File: config.mk
export PLATFORM = sky130hd
export DESIGN_NAME = arb8_grant_ctrl_flat
export DESIGN_NICKNAME = d
export VERILOG_FILES = /design/src/rtl/arb8_grant_ctrl_if.sv /design/src/rtl/arb8_grant_ctrl.sv /design/src/flat_wrapper.sv
export SDC_FILE = /design/constraint.sdc
export NUM_CORES = 1
export LEC_CHECK = 0
export BUFFER_PORTS_ARGS = -buffer_cell sky130_fd_sc_hd__buf_2
export CAP_MARGIN = 20
export CORE_UTILIZATION = 35
export DETAILED_ROUTE_END_ITERATION = 10
export GPL_ROUTABILITY_DRIVEN = 0
export REMOVE_ABC_BUFFERS = 1
export SYNTH_ARGS = -nofsm -noshare
export SYNTH_HDL_FRONTEND = slang
export SYNTH_SLANG_ARGS = --single-unit
File: constraint.sdc
create_clock -name clk -period 3.56 [get_ports clk]
set_input_delay 0.356 -clock clk [delete_from_list [all_inputs] [get_ports clk]]
set_output_delay 0.356 -clock clk [all_outputs]
set_load 0.01 [all_outputs]
File: src/rtl/arb8_grant_ctrl_if.sv
// Request/grant bundle between the requester bank and the 8-way grant
// controller. The slave side is the arbiter; the master side is the bank.
//
// Handshake: a requester raises req[i] and keeps it high for as long as it
// wants the resource. The arbiter answers with a registered one-hot gnt,
// and holds it while req[gnt_idx] stays high, up to the hold limit. The
// requester lowers req[i] to hand the resource back. A grant is never
// handed straight to another requester: at least one idle cycle always
// separates two grants. dbg_state mirrors the FSM state (0 = IDLE,
// 1 = GRANT) for monitors.
interface arb8_grant_ctrl_if;
  logic       en;
  logic       rr_mode;
  logic [7:0] req;
  logic [7:0] gnt;
  logic [2:0] gnt_idx;
  logic       gnt_valid;
  logic       timeout;
  logic       dbg_state;

  modport master (
    output en, rr_mode, req,
    input  gnt, gnt_idx, gnt_valid, timeout, dbg_state
  );

  modport slave (
    input  en, rr_mode, req,
    output gnt, gnt_idx, gnt_valid, timeout, dbg_state
  );
endinterface

File: src/rtl/arb8_grant_ctrl.sv
// 8-requester grant controller. It grants one requester at a time, either
// by fixed priority (the highest index wins) or round-robin. The grant is
// held until the owner drops its request or the hold limit runs out, and
// two grants are always separated by an idle cycle. All outputs are
// registered.
module arb8_grant_ctrl #(
  parameter int MAX_HOLD = 16  // 0 disables the hold limit; legal 0..255
) (
  input  logic          clk,
  input  logic          rst_n,
  arb8_grant_ctrl_if.slave bus
);

  typedef enum logic {
    IDLE  = 1'b0,
    GRANT = 1'b1
  } state_t;

  localparam bit         HOLD_LIMIT_EN = (MAX_HOLD != 0);
  // Value of hold_cnt in the last allowed cycle of a grant.
  localparam logic [7:0] HOLD_LAST     = 8'(MAX_HOLD - 1);

  state_t     state, state_d;
  logic [7:0] hold_cnt, hold_d;
  logic [2:0] last_idx, last_d;
  logic [2:0] idx_d;
  logic       timeout_d;
  logic [7:0] gnt_d;
  logic       valid_d;

  logic [2:0] fixed_win;
  logic [2:0] rr_win;
  logic [2:0] winner;

  // Fixed priority: the highest set request index wins.
  always_comb begin
    fixed_win = 3'd0;
    for (int i = 0; i < 8; i++) begin
      if (bus.req[i]) fixed_win = 3'(i);
    end
  end

  // Round-robin: the first set bit scanning last_idx+1 .. last_idx+8 (mod 8).
  // Walking k downwards makes the nearest candidate the last one written.
  always_comb begin
    rr_win = 3'd0;
    for (int k = 8; k >= 1; k--) begin
      if (bus.req[3'(last_idx + 3'(k))]) rr_win = 3'(last_idx + 3'(k));
    end
  end

  assign winner = bus.rr_mode ? rr_win : fixed_win;

  // State register and registered outputs.
  always_ff @(posedge clk or negedge rst_n) begin
    if (!rst_n) begin
      state         <= IDLE;
      hold_cnt      <= 8'd0;
      last_idx      <= 3'd7;
      bus.gnt       <= 8'd0;
      bus.gnt_idx   <= 3'd0;
      bus.gnt_valid <= 1'b0;
      bus.timeout   <= 1'b0;
    end else begin
      state         <= state_d;
      hold_cnt      <= hold_d;
      last_idx      <= last_d;
      bus.gnt       <= gnt_d;
      bus.gnt_idx   <= idx_d;
      bus.gnt_valid <= valid_d;
      bus.timeout   <= timeout_d;
    end
  end

  // Next-state logic: arbitrate in IDLE; in GRANT release first, then the
  // hold limit, otherwise keep the grant and count.
  always_comb begin
    state_d   = state;
    hold_d    = hold_cnt;
    last_d    = last_idx;
    idx_d     = bus.gnt_idx;
    timeout_d = 1'b0;
    unique case (state)
      IDLE: begin
        idx_d  = 3'd0;
        hold_d = 8'd0;
        if (bus.en && (bus.req != 8'd0)) begin
          state_d = GRANT;
          idx_d   = winner;
          last_d  = winner;
        end
      end
      GRANT: begin
        if (!bus.en || !bus.req[bus.gnt_idx]) begin
          state_d = IDLE;
          idx_d   = 3'd0;
          hold_d  = 8'd0;
        end else if (HOLD_LIMIT_EN && (hold_cnt == HOLD_LAST)) begin
          state_d   = IDLE;
          idx_d     = 3'd0;
          hold_d    = 8'd0;
          timeout_d = 1'b1;
        end else begin
          hold_d = hold_cnt + 8'd1;
        end
      end
      default: begin
        state_d = IDLE;
        idx_d   = 3'd0;
        hold_d  = 8'd0;
      end
    endcase
  end

  // Output decode of the next grant from the next state and index.
  always_comb begin
    valid_d = (state_d == GRANT);
    gnt_d   = valid_d ? (8'b1 << idx_d) : 8'b0;
  end

  assign bus.dbg_state = state;

endmodule
File: src/flat_wrapper.sv
// flat-port wrapper written by rule: the top's interface ports become plain ports
module arb8_grant_ctrl_flat 
#(
  parameter int MAX_HOLD = 16                                            
)
  (clk, rst_n, bus_en, bus_rr_mode, bus_req, bus_gnt, bus_gnt_idx, bus_gnt_valid, bus_timeout, bus_dbg_state);
  arb8_grant_ctrl_if bus_i ();
  input  logic clk;
  input  logic rst_n;
  input wire logic [$bits(bus_i.en)-1:0] bus_en;
  input wire logic [$bits(bus_i.rr_mode)-1:0] bus_rr_mode;
  input wire logic [$bits(bus_i.req)-1:0] bus_req;
  output wire logic [$bits(bus_i.gnt)-1:0] bus_gnt;
  output wire logic [$bits(bus_i.gnt_idx)-1:0] bus_gnt_idx;
  output wire logic [$bits(bus_i.gnt_valid)-1:0] bus_gnt_valid;
  output wire logic [$bits(bus_i.timeout)-1:0] bus_timeout;
  output wire logic [$bits(bus_i.dbg_state)-1:0] bus_dbg_state;
  assign bus_i.en = bus_en;
  assign bus_i.rr_mode = bus_rr_mode;
  assign bus_i.req = bus_req;
  assign bus_gnt = bus_i.gnt;
  assign bus_gnt_idx = bus_i.gnt_idx;
  assign bus_gnt_valid = bus_i.gnt_valid;
  assign bus_timeout = bus_i.timeout;
  assign bus_dbg_state = bus_i.dbg_state;
  arb8_grant_ctrl #(.MAX_HOLD(MAX_HOLD)) u_core (.clk(clk), .rst_n(rst_n), .bus(bus_i));
endmodule
=== Word-level counts from Yosys, hierarchy flattened ===
Cells that the tools add are included.

* Register bits after elaboration: 24
* Input bits: 12
* Output and inout port bits: 14

* Add/sub/neg operators: 8
* $lt $le $gt $ge: 9
* Equality and inequality tests: 1
* Shift-type cells: 1
* Muxes and demuxes: 49
* Bitwise gates (word level): 1
* Reductions and logical operators: 6

{| class="wikitable"
|+ Operator list
! cell !! count
|-
| $mux 3 || 18
|-
| $lt 3x4->1 const B || 9
|-
| $bmux 1 s3 || 9
|-
| $mux 8 || 3
|-
| $mux 1 || 16
|-
| $pmux 8 s2 || 1
|-
| $add 3x3->3 const B || 4
|-
| $add 8x1->8 const B || 1
|-
| $eq 8x4->1 const B || 1
|-
| $reduce_bool 8->1 || 1
|-
| $shl 1x3->8 const A || 1
|-
| $add 3x2->3 const B || 2
|-
| $pmux 3 s2 || 1
|-
| $add 3x1->3 const B || 1
|-
| $logic_not 1->1 || 2
|-
| $pmux 1 s2 || 1
|-
| $reduce_and 2->1 || 1
|-
| $logic_and 1x1->1 || 1
|-
| $logic_or 1x1->1 || 1
|-
| $not 1->1 || 1
|}

=== Longest topological paths before layout ===
Gate-level depths: netlist of run 1.

* Word-level depth: 15
* Mapped depth: 13

=== Worst setup path before layout of run 1 ===
Ideal clock, no wire load.

* Path type: flip-flop to flip-flop
* Start: reg u_core.last_idx[1]
* End: reg u_core.bus.gnt[0]
* Library setup time: 0.095 ns
* Arrival: 3.339 ns
* Slack: 0.126 ns
* Stages on the path, launching flop included: 13
* Path buffers: 3
* Period minus slack after synthesis: 3.434 ns
* Cells stage by stage: dfstp_2 -> buf_2 -> clkbuf_1 -> inv_1 -> ha_1 -> buf_6 -> mux4_2 -> nor2b_1 -> a2111oi_2 -> o22ai_1 -> and4_4 -> a311oi_4 -> nor4b_2

* Word-level cells in the longest chain between the ends: 15

{| class="wikitable"
|+ RTL lines
! item !! RTL line !! RTL
|-
| start: declaration || arb8_grant_ctrl.sv:25 || <nowiki>logic [2:0] last_idx, last_d;</nowiki>
|-
| start signal: assignment || arb8_grant_ctrl.sv:67 || <nowiki>last_idx <= last_d;</nowiki>
|-
| $add 3x3->3 or $bmux 1 s3 (tied branches) || arb8_grant_ctrl.sv:48 || <nowiki>if (bus.req[3'(last_idx + 3'(k))]) rr_win = 3'(last_idx + 3'(k));</nowiki>
|-
| $bmux 1 s3 or $mux 1 (tied branches) || arb8_grant_ctrl.sv:48 ||
|-
| $mux 1 (not written as such) or $mux 3 (tied branches) || arb8_grant_ctrl.sv:48 ||
|-
| $mux 3 (6 in series) || arb8_grant_ctrl.sv:48 ||
|-
| $mux 3 * || arb8_grant_ctrl.sv:48 ||
|-
| $mux 3 * || arb8_grant_ctrl.sv:52 || <nowiki>assign winner = bus.rr_mode ? rr_win : fixed_win;</nowiki>
|-
| $mux 3 * || arb8_grant_ctrl.sv:87 || <nowiki>if (bus.en && (bus.req != 8'd0)) begin</nowiki>
|-
| $pmux 3 s2 * || arb8_grant_ctrl.sv:83 || <nowiki>unique case (state)</nowiki>
|-
| $shl 1x3->8 * || arb8_grant_ctrl.sv:118 || <nowiki>gnt_d = valid_d ? (8'b1 << idx_d) : 8'b0;</nowiki>
|-
| $mux 8 * || arb8_grant_ctrl.sv:118 ||
|-
| net u_core.gnt_d[0] || arb8_grant_ctrl.sv:28 || <nowiki>logic [7:0] gnt_d;</nowiki>
|-
| end signal: assignment || arb8_grant_ctrl.sv:68 || <nowiki>bus.gnt <= gnt_d;</nowiki>
|-
| end: declaration || arb8_grant_ctrl_if.sv:28 || <nowiki>output gnt, gnt_idx, gnt_valid, timeout, dbg_state</nowiki>
|}

The timed path passes the listed nets; every way through them passes the cells marked *. The select of a mux whose other input is x is not followed.
A chain may end at the register's enable or synchronous reset.

=== Final worst setup path of run 1 ===
* Start: reg u_core.last_idx[1]
* End: reg u_core.bus.gnt[5]

* Word-level cells in the longest chain between the ends: 15

{| class="wikitable"
|+ RTL lines
! item !! RTL line !! RTL
|-
| $add 3x3->3 or $bmux 1 s3 (tied branches) || arb8_grant_ctrl.sv:48 ||
|-
| $bmux 1 s3 or $mux 1 (tied branches) || arb8_grant_ctrl.sv:48 ||
|-
| $mux 1 (not written as such) or $mux 3 (tied branches) || arb8_grant_ctrl.sv:48 ||
|-
| $mux 3 (6 in series) || arb8_grant_ctrl.sv:48 ||
|-
| $mux 3 * || arb8_grant_ctrl.sv:48 ||
|-
| $mux 3 * || arb8_grant_ctrl.sv:52 ||
|-
| $mux 3 * || arb8_grant_ctrl.sv:87 ||
|-
| $pmux 3 s2 * || arb8_grant_ctrl.sv:83 ||
|-
| net u_core.idx_d[1] || arb8_grant_ctrl.sv:26 || <nowiki>logic [2:0] idx_d;</nowiki>
|-
| $shl 1x3->8 * || arb8_grant_ctrl.sv:118 ||
|-
| $mux 8 * || arb8_grant_ctrl.sv:118 ||
|-
| net u_core.gnt_d[5] || arb8_grant_ctrl.sv:28 ||
|}

Marks and branches as above.

==> impl_metrics.env, run 1 <==
export IMPL_finalClockSkew_ns=0.001060
export IMPL_track_usage_pct=17.48
export IMPL_synth_top_cell_area_share_pct=25.38
export IMPL_fin_setup_tns_ns=0
export IMPL_slew_limit_headroom_pct=57.47
export IMPL_antenna_found_initial=0
export IMPL_synth_ff_latch_count=24
export IMPL_io_pins=26
export IMPL_post_cts_buffers=0
export IMPL_crit_fanout=6
export IMPL_whs_ns=0.05445
export IMPL_dieHeight_um=78.92
export IMPL_wl_per_cell_um=16.93
export IMPL_firstDrtPassIters=4
export IMPL_final_period_utilization_pct=90.02
export IMPL_area_delta_synth_final_pct=10.45
export IMPL_cts_tree="done"
export IMPL_pre_cts_slack_ns=0.3935
export IMPL_tightest_slew_ns=0.6325
export IMPL_fin_area_um2=2287
export IMPL_r2r_end="u_core.bus.gnt[5]$_DFF_PN0_"
export IMPL_leakage_nw=1.017
export IMPL_overflow=0
export IMPL_grt_pass1_vias=1725
export IMPL_die_area_um2=6228
export IMPL_initial_core_util_pct=36.93
export IMPL_vias=1724
export IMPL_synth_area_um2=2071
export IMPL_grt_max_degree=25
export IMPL_drive_gt1_share_pct=29.96
export IMPL_via_per_inst=5.766
export IMPL_rsz0062_at_grt="false"
export IMPL_reg2reg_from="u_core.last_idx[1]$_DFFE_PN1P_"
export IMPL_synth_top_cells_by_area="dfrtp_1 (25%), mux4_2 (12%), mux2_2 (4.9%), nand2_1 (4.0%), dfstp_2 (3.8%)"
export IMPL_critPathRequiredTime_ns=3.74
export IMPL_end_kind="flop"
export IMPL_die_w_um=78.92
export IMPL_slew_viol_final=0
export IMPL_drt_iter0_drc=133
export IMPL_routed_wl_mm=5.063
export IMPL_hold_path_class="in2async"
export IMPL_nFillCells=582
export IMPL_synth_edf_count=0
export IMPL_clkLatencyLatePin_ns=0.26
export IMPL_ys_warnings_count=0
export IMPL_core_region_area_um2=5608
export IMPL_yosysSeqAreaShare_pct=29.18
export IMPL_hold_buffers=0
export IMPL_htree_levels=1
export IMPL_n_antenna_cell=0
export IMPL_path_clk_slew_ns=0.08
export IMPL_drc_errors=0
export IMPL_max_freq_ghz=0.3121
export IMPL_crit_arrival_ns=3.38
export IMPL_fin_nets=243
export IMPL_r2r_cells=11
export IMPL_worstSetupPathType="reg2reg"
export IMPL_root_buffer="clkbuf_8"
export IMPL_synth_largest_area_cell="dfrtp_1"
export IMPL_layout_setup_ws_ns=0.3554
export IMPL_startpoint_type="flop"
export IMPL_cts_resized=0
export IMPL_yosysUniqueCellTypes=58
export IMPL_fin_crit_ns=3.205
export IMPL_ant_nets=0
export IMPL_place_area_um2=2232
export IMPL_ir_worst_vdd_v=0.0004054
export IMPL_avgSynthCellArea_um2=9.908
export IMPL_rrSetupSlack_ns=0.36
export IMPL_syn_inst=209
export IMPL_ys_flop_type="dfrtp_1"
export IMPL_hpwl_mm=3.724
export IMPL_power_density_nw_per_um2=943.2
export IMPL_clockBufferDepth=2
export IMPL_rows=27
export IMPL_synth_async_reset_ratio_pct=100.0
export IMPL_setup_violations=0
export IMPL_status="finished clean"
export IMPL_grt_pass1_wl_mm=8.611
export IMPL_finalHoldViolCount=0
export IMPL_cts_buffers=3
export IMPL_clock_sinks=24
export IMPL_drv_cap=0
export IMPL_io_buffers=25
-- cell families (layout without fill, tap and decap cells) --
kind of cell | after synthesis | count (layout) | synth area share [%]
flops | 24 | 24 | 29.18
simple gates | 78 | 78 | 19.09
compound gates | 41 | 41 | 17.52
fa+ha+maj | 3 | 3 | 1.813
buf+inv | 24 | 42 | 5.679
mux | 30 | 30 | 22.90
xor+xnor | 9 | 9 | 3.807
-- where the power goes --
part | internal (mW) | leakage (nW) | switching, mW | total [mW]
Sequential | 0.348 | 0.317 | 0.0839 | 0.432
Combinational | 0.699 | 0.671 | 0.846 | 1.54
Clock | 0.0986 | 0.0288 | 0.0815 | 0.180
-- cells in the mapped netlist (all sizes together), types with 2 or more instances --
master / count
o211a: 3
dfrtp: 21
o21ai: 4
nor2b: 3
nand2: 22
xnor2: 3
and3: 5
a211oi: 3
o31ai: 3
mux4: 12
ha: 3
and2: 5
o32ai: 2
xor2: 6
nor4: 3
nor2: 18
nor3b: 3
o22ai: 2
inv: 8
a211o: 2
o311a: 2
dfstp: 3
a21oi: 5
a31oi: 3
a21o: 2
nor3: 4
mux2: 10
clkbuf: 4
mux2i: 8
buf: 11
nand3: 7
nand2b: 3
and4: 2
-- state kept, by name, indices dropped and copies added (netlist names) --
signal,flops
u_core.bus.gnt,8
u_core.hold_cnt,8
u_core.bus.gnt_idx,3
u_core.last_idx,3
u_core.bus.gnt_valid,1
u_core.bus.timeout,1
-- worst max-delay path, cell delays in order, from the launching register on --
cell	delay, ns
dfstp_2	0.53
inv_1	0.08
ha_1	0.42
buf_4	0.18
mux4_2	0.37
mux2i_2	0.37
nand2_1	0.11
a211o_1	0.27
a31oi_1	0.26
o41a_2	0.26
inv_2	0.07
nor3b_1	0.18
-- routing by layer --
| metal | wire (um) | GRT usage, % | vias up |
|---|---|---|---|
| li1 | - | - | 817 |
| met1 | 2341 | 24.40 | 857 |
| met2 | 2463 | 29.83 | 45 |
| met3 | 225 | 0.8046 | 5 |
| met4 | 32 | 4.182 | 0 |
| met5 | 0 | 0 | - |
-- placed cells by master (no fill, tap or decap), types with 4 or more instances in the layout --
master,netlist,final
buf_2,7,25
nand2_1,22,22
dfrtp_1,21,21
nor2_1,18,18
mux4_2,11,11
mux2_2,9,9
inv_1,7,7
mux2i_1,7,7
nand3_1,7,7
xor2_1,6,6
and3_1,5,5
a21oi_1,5,5
nor3_1,4,4
and2_1,4,4
clkbuf_8,0,4
buf_4,1,4
-- per-stage QoR --
stage	instances	utilization (%)	power, mW
6_report	299	40.79	2.157
5_1_grt	299	40.79	2.329
4_1_cts	299	40.79	2.148
3_5_place_dp	295	39.80	1.960
3_3_place_gp	295	39.80	1.958
2_1_floorplan	194	-	1.597
-- area by class of cell --
type | count | area, um^2 | share of cell area, %
multi-input combinational | 161 | 1349 | 58.97
timing repair buffer | 29 | 155.1 | 6.783
clock buffer | 4 | 55.05 | 2.407
inverter | 9 | 33.78 | 1.477
tap | 72 | 90.09 | 3.939
sequential | 24 | 604.3 | 26.42
-- worst max path at each step --
stage                                         startpoint                          end  slack, ns  cells past startpoint
after floorplan           u_core.last_idx[0]$_DFFE_PN1P_  u_core.bus.gnt[0]$_DFF_PN0_       0.06                      9
after global placement    u_core.last_idx[1]$_DFFE_PN1P_  u_core.bus.gnt[3]$_DFF_PN0_       0.47                     11
after detailed placement  u_core.last_idx[1]$_DFFE_PN1P_  u_core.bus.gnt[5]$_DFF_PN0_       0.39                     11
after CTS                 u_core.last_idx[1]$_DFFE_PN1P_  u_core.bus.gnt[0]$_DFF_PN0_       0.37                      9
after global routing      u_core.last_idx[0]$_DFFE_PN1P_  u_core.bus.gnt[5]$_DFF_PN0_       0.09                     11
final                     u_core.last_idx[1]$_DFFE_PN1P_  u_core.bus.gnt[5]$_DFF_PN0_       0.36                     11
Note: power is estimated with default switching activity, not from simulation.
==> run 2, diff against run 1 <==
Settings changed: CTS_BUF_LIST set to sky130_fd_sc_hd__clkbuf_16, GPL_ROUTABILITY_DRIVEN 0 to not set, PLACE_DENSITY set to 0.62.
==> impl_metrics.env, run 2 (synthesis gave the netlist of run 1 again) <==
export IMPL_slew_limit_headroom_pct=61.11
export IMPL_layout_commonest_cell="buf_2"
export IMPL_drive_gt1_share_pct=29.96
export IMPL_slew_viol_final=0
export IMPL_dieHeight_um=78.92
export IMPL_hold_path_class="in2async"
export IMPL_via_per_inst=5.819
export IMPL_crit_family="compound AO/OA/AOI/OAI gates"
export IMPL_vias=1740
export IMPL_core_region_area_um2=5608
export IMPL_n_antenna_cell=0
export IMPL_worstSetupPathType="reg2reg"
export IMPL_ant_nets=0
export IMPL_seqCellArea_um2=604.3
export IMPL_clockBufferDepth=2
export IMPL_crit_arrival_ns=3.23
export IMPL_leakage_nw=1.040
export IMPL_final_period_utilization_pct=86.56
export IMPL_path_clk_slew_ns=0.06
export IMPL_clock_sinks=24
export IMPL_io_buffers=25
export IMPL_cp_slowest_cell="dfstp_2"
export IMPL_reg_top3="u_core.bus.gnt (8), u_core.hold_cnt (8)"
export IMPL_tightest_slew_ns=0.5784
export IMPL_drv_cap=0
export IMPL_rsz0062_at_grt="false"
export IMPL_nFillCells=549
export IMPL_power_density_nw_per_um2=979.1
export IMPL_slowest_delay_ns=0.53
export IMPL_drt_iter0_drc=109
export IMPL_die_w_um=78.92
export IMPL_max_freq_ghz=0.3245
export IMPL_firstDrtPassIters=4
export IMPL_initial_core_util_pct=36.93
export IMPL_mostFrequentLayoutCells="buf_2 (25), nand2_1 (22), dfrtp_1 (21)"
export IMPL_drc_errors=0
export IMPL_worst_path_buf_inv=3
export IMPL_fin_setup_tns_ns=0
export IMPL_grt_max_degree=25
export IMPL_post_cts_buffers=0
export IMPL_hold_buffers=0
export IMPL_startpoint_type="flop"
export IMPL_multiInputGateArea_um2=1349
export IMPL_track_usage_pct=17.24
export IMPL_root_buffer="clkbuf_16"
export IMPL_overflow=0
export IMPL_clkLatencyLatePin_ns=0.26
export IMPL_io_pins=26
export IMPL_die_area_um2=6228
export IMPL_place_area_um2=2232
export IMPL_wl_per_cell_um=16.81
export IMPL_finalHoldViolCount=0
export IMPL_grt_pass1_vias=1755
export IMPL_crit_chain="clkinv_1, ha_1, buf_4, mux4_2, mux2i_2, nand2_1, a211o_1, a31oi_1, o41a_2, inv_2, and3_1"
export IMPL_cts_resized=0
export IMPL_fin_nets=243
export IMPL_antenna_found_initial=0
export IMPL_gp_congestion=0.8506
export IMPL_fin_crit_ns=3.082
export IMPL_cts_tree="done"
export IMPL_critPathRequiredTime_ns=3.71
export IMPL_rows=27
export IMPL_htree_levels=1
export IMPL_power_total_mw=2.288
export IMPL_area_delta_synth_final_pct=12.87
export IMPL_grt_pass1_wl_mm=8.445
export IMPL_ir_worst_vdd_v=0.0004110
export IMPL_routed_wl_mm=5.025
export IMPL_end_kind="flop"
export IMPL_hpwl_mm=3.547
export IMPL_fin_area_um2=2337
export IMPL_finalClockSkew_ns=0.003268
export IMPL_setup_violations=0
export IMPL_cts_buffers=3
export IMPL_crit_fanout=7
export IMPL_status="finished clean"
==> run 2: cell count changes in the layout (fill, tap and decap cells not counted), sizes merged <==
cell and delta:
bufinv +1, clkbuf -1
==> run 2: path summary, 6_finish.rpt <==
check                                                      end  cells past startpoint  slack, ns                      startpoint
worst max-delay path               u_core.bus.gnt[3]$_DFF_PN0_                     11       0.48  u_core.last_idx[0]$_DFFE_PN1P_
min in group clk                  u_core.bus.timeout$_DFF_PN0_                      3       0.40                          bus_en
max in group asynchronous       u_core.last_idx[2]$_DFFE_PN1P_                      1       3.13                           rst_n
worst min-delay path               u_core.bus.gnt[6]$_DFF_PN0_                      1       0.07                           rst_n
worst min register to register    u_core.hold_cnt[0]$_DFF_PN0_                      1       0.49    u_core.hold_cnt[0]$_DFF_PN0_
worst max register to register     u_core.bus.gnt[3]$_DFF_PN0_                     11       0.48  u_core.last_idx[0]$_DFFE_PN1P_
==> run 2: power breakdown <==
group          internal (mW)  switching [mW]
Clock                  0.223          0.0928
Combinational          0.698           0.845
Sequential             0.349          0.0797
Total                   1.27            1.02
==> run 2: through the flow <==
step	util, %	setup slack (ns)	cells	hold slack, ns
floorplan	-	0.05715	194	0.06041
global placement	39.80	0.5436	295	0.3559
detailed placement	39.80	0.5037	295	0.3606
CTS	41.68	0.4703	299	0.08503
global route	41.68	0.2134	299	0.1142
finish	41.68	0.4783	299	0.06526
==> run 2: metal layers <==
layer  global-route usage [%]  vias to the layer above  part of all wire [%]
met3                    2.644                       11                   5.6
met2                    27.30                       65                    46
met5                        0                        -                     0
li1                         -                      817                     -
met4                    6.909                        0                   2.2
met1                    23.50                      847                    47
==> run 2: layout make-up <==
class | instances | area share (%)
Multi-Input combinational cell | 161 | 57.71
Sequential cell | 24 | 25.86
Timing Repair Buffer | 29 | 6.638
Tap cell | 72 | 3.854
Clock buffer | 3 | 3.212
Inverter | 9 | 1.445
Clock inverter | 1 | 1.285
==> run 2: worst reg2reg max path: cells and delay by family, from the launching register on <==
kind,cells,cell delay (ns)
adders and majority gates,1,0.36
and+or+nand+nor,2,0.26
DFF,1,0.53
muxes,2,0.73
AOI/OAI and AO/OA,3,0.76
buffers and inverters,3,0.33
